<file path="src/rtl/uart_transmit.sv">
// uart_transmit
// -----------------------------------------------------------------------------
// Buffered 8N1 UART transmitter. Bytes are queued in a small FIFO and sent
// LSB first with one start bit and one stop bit. Back-to-back queued bytes
// go out with no idle gap between frames.
//
// Optional feature: define UART_TX_PARITY_EN to insert one even-parity bit
// between data bit 7 and the stop bit (11-bit frame instead of 10).
//
// Parameters
//   INPUT_CLOCK_FREQ : clk_in frequency in Hz
//   BAUD_RATE        : line rate in bits per second
//   FIFO_DEPTH       : input FIFO entries (power of two, >= 2)
//
// Ports
//   clk_in       : clock, rising edge
//   rst_in       : asynchronous active-high reset
//   data_byte_in : byte to send
//   trigger_in   : data_byte_in valid this cycle
//   ready_out    : FIFO can accept a byte this cycle
//   busy_out     : frame in progress or FIFO not empty
//   tx_wire_out  : serial line, idle high, registered
//
// Handshake: a byte is transferred on every rising edge where trigger_in and
// ready_out are both high. trigger_in while ready_out is low is ignored and
// the byte is lost. ready_out depends only on registered state.
// -----------------------------------------------------------------------------
module uart_transmit #(
  parameter int INPUT_CLOCK_FREQ = 100_000_000,
  parameter int BAUD_RATE        = 9600,
  parameter int FIFO_DEPTH       = 4
) (
  input  logic       clk_in,
  input  logic       rst_in,
  input  logic [7:0] data_byte_in,
  input  logic       trigger_in,
  output logic       ready_out,
  output logic       busy_out,
  output logic       tx_wire_out
);

  localparam int UART_BIT_PERIOD = INPUT_CLOCK_FREQ / BAUD_RATE;
  localparam int CNT_W  = (UART_BIT_PERIOD > 1) ? $clog2(UART_BIT_PERIOD) : 1;
  localparam int PTR_W  = $clog2(FIFO_DEPTH);
  localparam int FCNT_W = PTR_W + 1;

  localparam logic [CNT_W-1:0]  LAST_CYCLE = CNT_W'(UART_BIT_PERIOD - 1);
  localparam logic [FCNT_W-1:0] DEPTH_C    = FCNT_W'(FIFO_DEPTH);

  typedef enum logic [2:0] {
    ST_IDLE,
    ST_START,
    ST_DATA,
`ifdef UART_TX_PARITY_EN
    ST_PARITY,
`endif
    ST_STOP
  } state_t;

  // ---------------------------------------------------------------------------
  // Input FIFO
  // ---------------------------------------------------------------------------
  logic [7:0]        fifo_mem [FIFO_DEPTH];
  logic [PTR_W-1:0]  wr_ptr_q;
  logic [PTR_W-1:0]  rd_ptr_q;
  logic [FCNT_W-1:0] fifo_count_q;
  logic              fifo_empty;
  logic              push;
  logic              pop;
  logic [7:0]        fifo_head;

  assign ready_out  = (fifo_count_q < DEPTH_C);
  assign fifo_empty = (fifo_count_q == '0);
  assign push       = trigger_in & ready_out;
  assign fifo_head  = fifo_mem[rd_ptr_q];

  // Pointers wrap naturally because FIFO_DEPTH is a power of two.
  always_ff @(posedge clk_in or posedge rst_in) begin
    if (rst_in) begin
      wr_ptr_q     <= '0;
      rd_ptr_q     <= '0;
      fifo_count_q <= '0;
    end else begin
      if (push) wr_ptr_q <= wr_ptr_q + PTR_W'(1);
      if (pop)  rd_ptr_q <= rd_ptr_q + PTR_W'(1);
      case ({push, pop})
        2'b10:   fifo_count_q <= fifo_count_q + FCNT_W'(1);
        2'b01:   fifo_count_q <= fifo_count_q - FCNT_W'(1);
        default: fifo_count_q <= fifo_count_q;
      endcase
    end
  end

  // Storage needs no reset: an entry is only read after it was written.
  always_ff @(posedge clk_in) begin
    if (push) fifo_mem[wr_ptr_q] <= data_byte_in;
  end

  // ---------------------------------------------------------------------------
  // Transmit FSM
  // ---------------------------------------------------------------------------
  state_t           state_q, state_d;
  logic             tx_q, tx_d;
  logic [CNT_W-1:0] cnt_q, cnt_d;
  logic [2:0]       bit_idx_q, bit_idx_d;
  logic [7:0]       data_q, data_d;
  logic             bit_done;
  logic [2:0]       bit_idx_nxt;

  assign bit_done    = (cnt_q == LAST_CYCLE);
  assign bit_idx_nxt = 3'(bit_idx_q + 3'd1);

  always_ff @(posedge clk_in or posedge rst_in) begin
    if (rst_in) begin
      state_q   <= ST_IDLE;
      tx_q      <= 1'b1;
      cnt_q     <= '0;
      bit_idx_q <= '0;
      data_q    <= '0;
    end else begin
      state_q   <= state_d;
      tx_q      <= tx_d;
      cnt_q     <= cnt_d;
      bit_idx_q <= bit_idx_d;
      data_q    <= data_d;
    end
  end

  always_comb begin
    state_d   = state_q;
    tx_d      = tx_q;
    cnt_d     = bit_done ? '0 : cnt_q + CNT_W'(1);
    bit_idx_d = bit_idx_q;
    data_d    = data_q;
    pop       = 1'b0;

    case (state_q)
      ST_IDLE: begin
        tx_d  = 1'b1;
        cnt_d = '0;
        if (!fifo_empty) begin
          pop     = 1'b1;
          data_d  = fifo_head;
          tx_d    = 1'b0;
          state_d = ST_START;
        end
      end

      ST_START: begin
        if (bit_done) begin
          bit_idx_d = '0;
          tx_d      = data_q[0];
          state_d   = ST_DATA;
        end
      end

      ST_DATA: begin
        if (bit_done) begin
          if (bit_idx_q == 3'd7) begin
`ifdef UART_TX_PARITY_EN
            tx_d    = ^data_q;
            state_d = ST_PARITY;
`else
            tx_d    = 1'b1;
            state_d = ST_STOP;
`endif
          end else begin
            bit_idx_d = bit_idx_nxt;
            tx_d      = data_q[bit_idx_nxt];
          end
        end
      end

`ifdef UART_TX_PARITY_EN
      ST_PARITY: begin
        if (bit_done) begin
          tx_d    = 1'b1;
          state_d = ST_STOP;
        end
      end
`endif

      ST_STOP: begin
        if (bit_done) begin
          // Chain straight into the next start bit when a byte is waiting.
          if (!fifo_empty) begin
            pop     = 1'b1;
            data_d  = fifo_head;
            tx_d    = 1'b0;
            state_d = ST_START;
          end else begin
            tx_d    = 1'b1;
            state_d = ST_IDLE;
          end
        end
      end

      default: begin
        tx_d    = 1'b1;
        cnt_d   = '0;
        state_d = ST_IDLE;
      end
    endcase
  end

  assign tx_wire_out = tx_q;
  assign busy_out    = (state_q != ST_IDLE) || !fifo_empty;

endmodule

</file>
<file path="config.mk">
export PLATFORM = sky130hd
export DESIGN_NAME = uart_transmit
export DESIGN_NICKNAME = d
export VERILOG_FILES = /design/src/rtl/uart_transmit.sv
export SDC_FILE = /design/constraint.sdc
export NUM_CORES = 1
export LEC_CHECK = 0
export CAP_MARGIN = 20
export CORE_MARGIN = 3
export CORE_UTILIZATION = 60
export DETAILED_ROUTE_END_ITERATION = 8
export PLACE_DENSITY = 0.76
export RECOVER_POWER = 25
export SLEW_MARGIN = 10
export SYNTH_ARGS = -nofsm -noshare
export SYNTH_HDL_FRONTEND = slang
export SYNTH_SLANG_ARGS = --single-unit
</file>
<file path="constraint.sdc">
create_clock -name clk_in -period 3.2 [get_ports clk_in]
set_input_delay 0.48 -clock clk_in [delete_from_list [all_inputs] [get_ports clk_in]]
set_output_delay 0.48 -clock clk_in [all_outputs]
set_load 0.02 [all_outputs]
</file>
==> metrics.txt <==
xor and xnor fraction of the mapped netlist area=3.93%; number of fill cells=336; largest incremental delay on the critical path=0.60 ns; fraction of registers with async set/reset=between 50 and 60%; Bufs on Longest Clock Path=2; minimum clock period=2.75 ns; main area contributors after synthesis=edfxtp_1, dfrtp_1, mux4_2; H-tree lvl count=3; data arrival time of the worst path=between 3 and 4 ns; final setup violation count=0; Wirelength per Cell=roughly 17 um; post-synthesis simple-gate area fraction=11.4%; CP Class=flip-flop to flip-flop; initial cell density of the core=63.9%; residual overflow from global routing=0; total of flip-flops plus latches after synthesis=67; CTS clk-pin slew, worst paths=0.08 ns; Most used DFF post-synth=dfrtp_1; number of enable-type register cells in the synthesized netlist=32; source of the worst hold timing path=cnt_q[0]; CTS sink cnt=67; share of Yosys cell area claimed by the top area cell type=30.8%; failing checks=max-capacitance violations, max-slew violations; power per standard cell area=835 nW/um2; Peak supply drop=0.000548 V; design area=3500 um2; post-CTS setup buffer count=0; initial antenna violation count=0; max-cap violation count=1; clock network latency to the later pin of the worst-skew pair=0.34 ns; required time of the worst setup path=between 3 and 4 ns; result of the run=finished with violations; largest fanout on the critical path=10; maximum number of pins on one net before global-route repair=36; final WL=5330 um; Setup TNS=0 ns; antenna violation net count after detailed routing=0; Cell Rows=25; RR Startpoint=cnt_q[4]; Core Area=4880 um2; total global-route track usage=20.0%; Mean Syn Cell Area=13.9 um2; share of cells above drive strength 1=17.6%; cell accounting for the most synthesized area=edfxtp_1; final hold vios=0; setup repair after global routing missed its margin=false; ratio of routed vias to standard cells=just under 6; r2r setup slk=0.45 ns; share of cell area taken by muxes after synthesis=11.1%; post-CTS sizing=0; multi-input logic area=1190 um2; post-route fraction of the period consumed by the critical path=85.8%; Tightest Hold Check Type=flip-flop to flip-flop; transition time at the pin with the least slew margin=~1.8 ns; Final nets=270; die outline width=78.1 um; Chip Height=78.1 um; number of distinct library cells after synthesis=43; number of warnings reported in the yosys synthesis log=0; hpwl dp=3760 um; Synth Net Count=250; cell breakdown of the critical path=or4_4 > nor4_4 > nand2_1 > a21oi_1 > ha_1 > inv_1 > fa_1 > xor2_1 > nor2_1 > xnor2_1; RePlAce Congestion=a little over 0.8; die footprint=6100 um2; maximum clock rate=0.364 GHz; worst slew slack as a fraction of its limit=-22.8%; first-pass iteration count of the detailed router=4; Syn-to-layout area delta=12.2%; combined area of all synthesized cells=3120 um2; synth cell count leaders=dfrtp_1, edfxtp_1, inv_1; number of cell instances on the worst register-to-register path=10; dpl cell area=3320 um2; fraction of the mapped netlist area in compound gates=5.97%; Setup Skew=0.00834 ns; drt initial violations=140; Leakage Power=1.40 nW; capture point of the critical path=fifo_count_q[2]; cells after synthesis=225; beginning of the critical path=cnt_q[4]; cts hold-fix bufs=0; final slew viol count=36; proportion of synthesized chip area in sequential cells=58.9%; total vias in the final route=1879; diodes inserted=0; type of origin of the critical path=flip-flop; combinational family with the most area after synthesis=simple AND/OR/NAND/NOR gates; Port-buffer cells=13; Top-Level Pins=14; CTS root buf=clkbuf_8; Crit-path slowest cell=or4_4; capturing element type of the critical path=flip-flop; Sequential Area=1840 um2; endpoint of the worst-slack reg-to-reg timing path=fifo_count_q[2]; global-route wire length before repair=9330 um; Hold Slack=just under 0.5 ns; most used standard cell by instance count after synthesis=dfrtp_1; drc violations=0; CTS tree=done; Inserted Clock Buffers=9; vias in the first global route=about 2000; area share of fa/ha/maj cells after synthesis=5.85%
## stage by stage
step                power (mW)  worst slack (ns)  std cells  util (%)
finish                    2.93             0.453        317      71.8
global route              3.12             0.324        317      71.8
CTS                       2.95             0.454        317      71.8
detailed placement        2.27             0.466        301      68.0
global placement          2.19             0.553        301      68.0
floorplan                 2.04             0.490        225         -
## sequential cells by signal (all words and copies together), names as in the netlist
name	count
fifo_count_q	3
state_q	2
wr_ptr_q	2
fifo_mem	32
bit_idx_q	3
rd_ptr_q	2
cnt_q	14
tx_wire_out	1
data_q	8
## critical path: cells and delay by family, from the launching register on
family                   cells  cell delay, ns
XOR/XNOR                     2            0.27
AND/OR/NAND/NOR              4            1.07
flip-flops                   1            0.49
AO/OA/AOI/OAI                1            0.21
adder cells (fa/ha/maj)      2            0.58
buffers and inverters        1            0.06
## power by group
group          internal [mW]  leakage (nW)  switching (mW)
clock                  0.359        0.0933           0.318
sequential              1.12         0.728           0.160
combinational          0.479         0.579           0.489
## logic make-up after synthesis
kind of cell	after synthesis
mux	21
xor+xnor	14
fa+ha+maj	14
simple gates	62
flops	67
buf+inv	21
compound gates	26
## how the worst min path moves through the flow
stage | end | slack [ns] | cells after the start
final | cnt_q[0] | 0.49 | 1
after global routing | cnt_q[0] | 0.52 | 1
after CTS | cnt_q[0] | 0.49 | 1
after detailed placement | cnt_q[0] | 0.48 | 1
after global placement | cnt_q[0] | 0.46 | 1
after floorplan | cnt_q[0] | 0.45 | 1
## cell type report
| class | instances | area share (%) |
|---|---|---|
| clock buffer | 11 | 3.75 |
| clock inverter | 5 | 1.61 |
| inverter | 15 | 1.61 |
| multi-input combinational | 137 | 34.1 |
| sequential | 67 | 52.5 |
| tap | 67 | 2.39 |
| timing repair buffer | 15 | 4.04 |
## routing by layer
metal / up-vias / part of all wire (%) / track usage (%) / wire length, um
met5: - / 0 / 0 / 0
met3: 12 / 4.3 / 5.39 / 227
met1: 955 / 48 / 27.9 / 2540
met4: 0 / 1.9 / 8.39 / 101
li1: 871 / - / - / -
met2: 41 / 46 / 29.8 / 2460
## placed cells by master (no fill, tap or decap), types with 2 or more instances in the layout
cell type / instances
nand3_1: 4
clkdlybuf4s50_1: 4
mux4_2: 10
o21ai_0: 7
dfrtp_1: 34
xnor2_1: 4
nand2_1: 10
clkbuf_8: 9
o311ai_0: 2
a211o_1: 2
and2_1: 5
ha_1: 13
clkinv_2: 2
mux2_2: 10
edfxtp_1: 32
dlygate4sd3_1: 9
or3_1: 2
or2_2: 3
clkbuf_1: 3
nor2b_1: 3
or4_4: 2
a21oi_1: 5
o2bb2ai_1: 2
nor4_1: 2
xor2_1: 10
and4_1: 3
inv_1: 15
a22oi_1: 2
nor2_1: 14
nor3_1: 3
nand4_1: 6
Note: power is estimated with default switching activity, not from simulation.
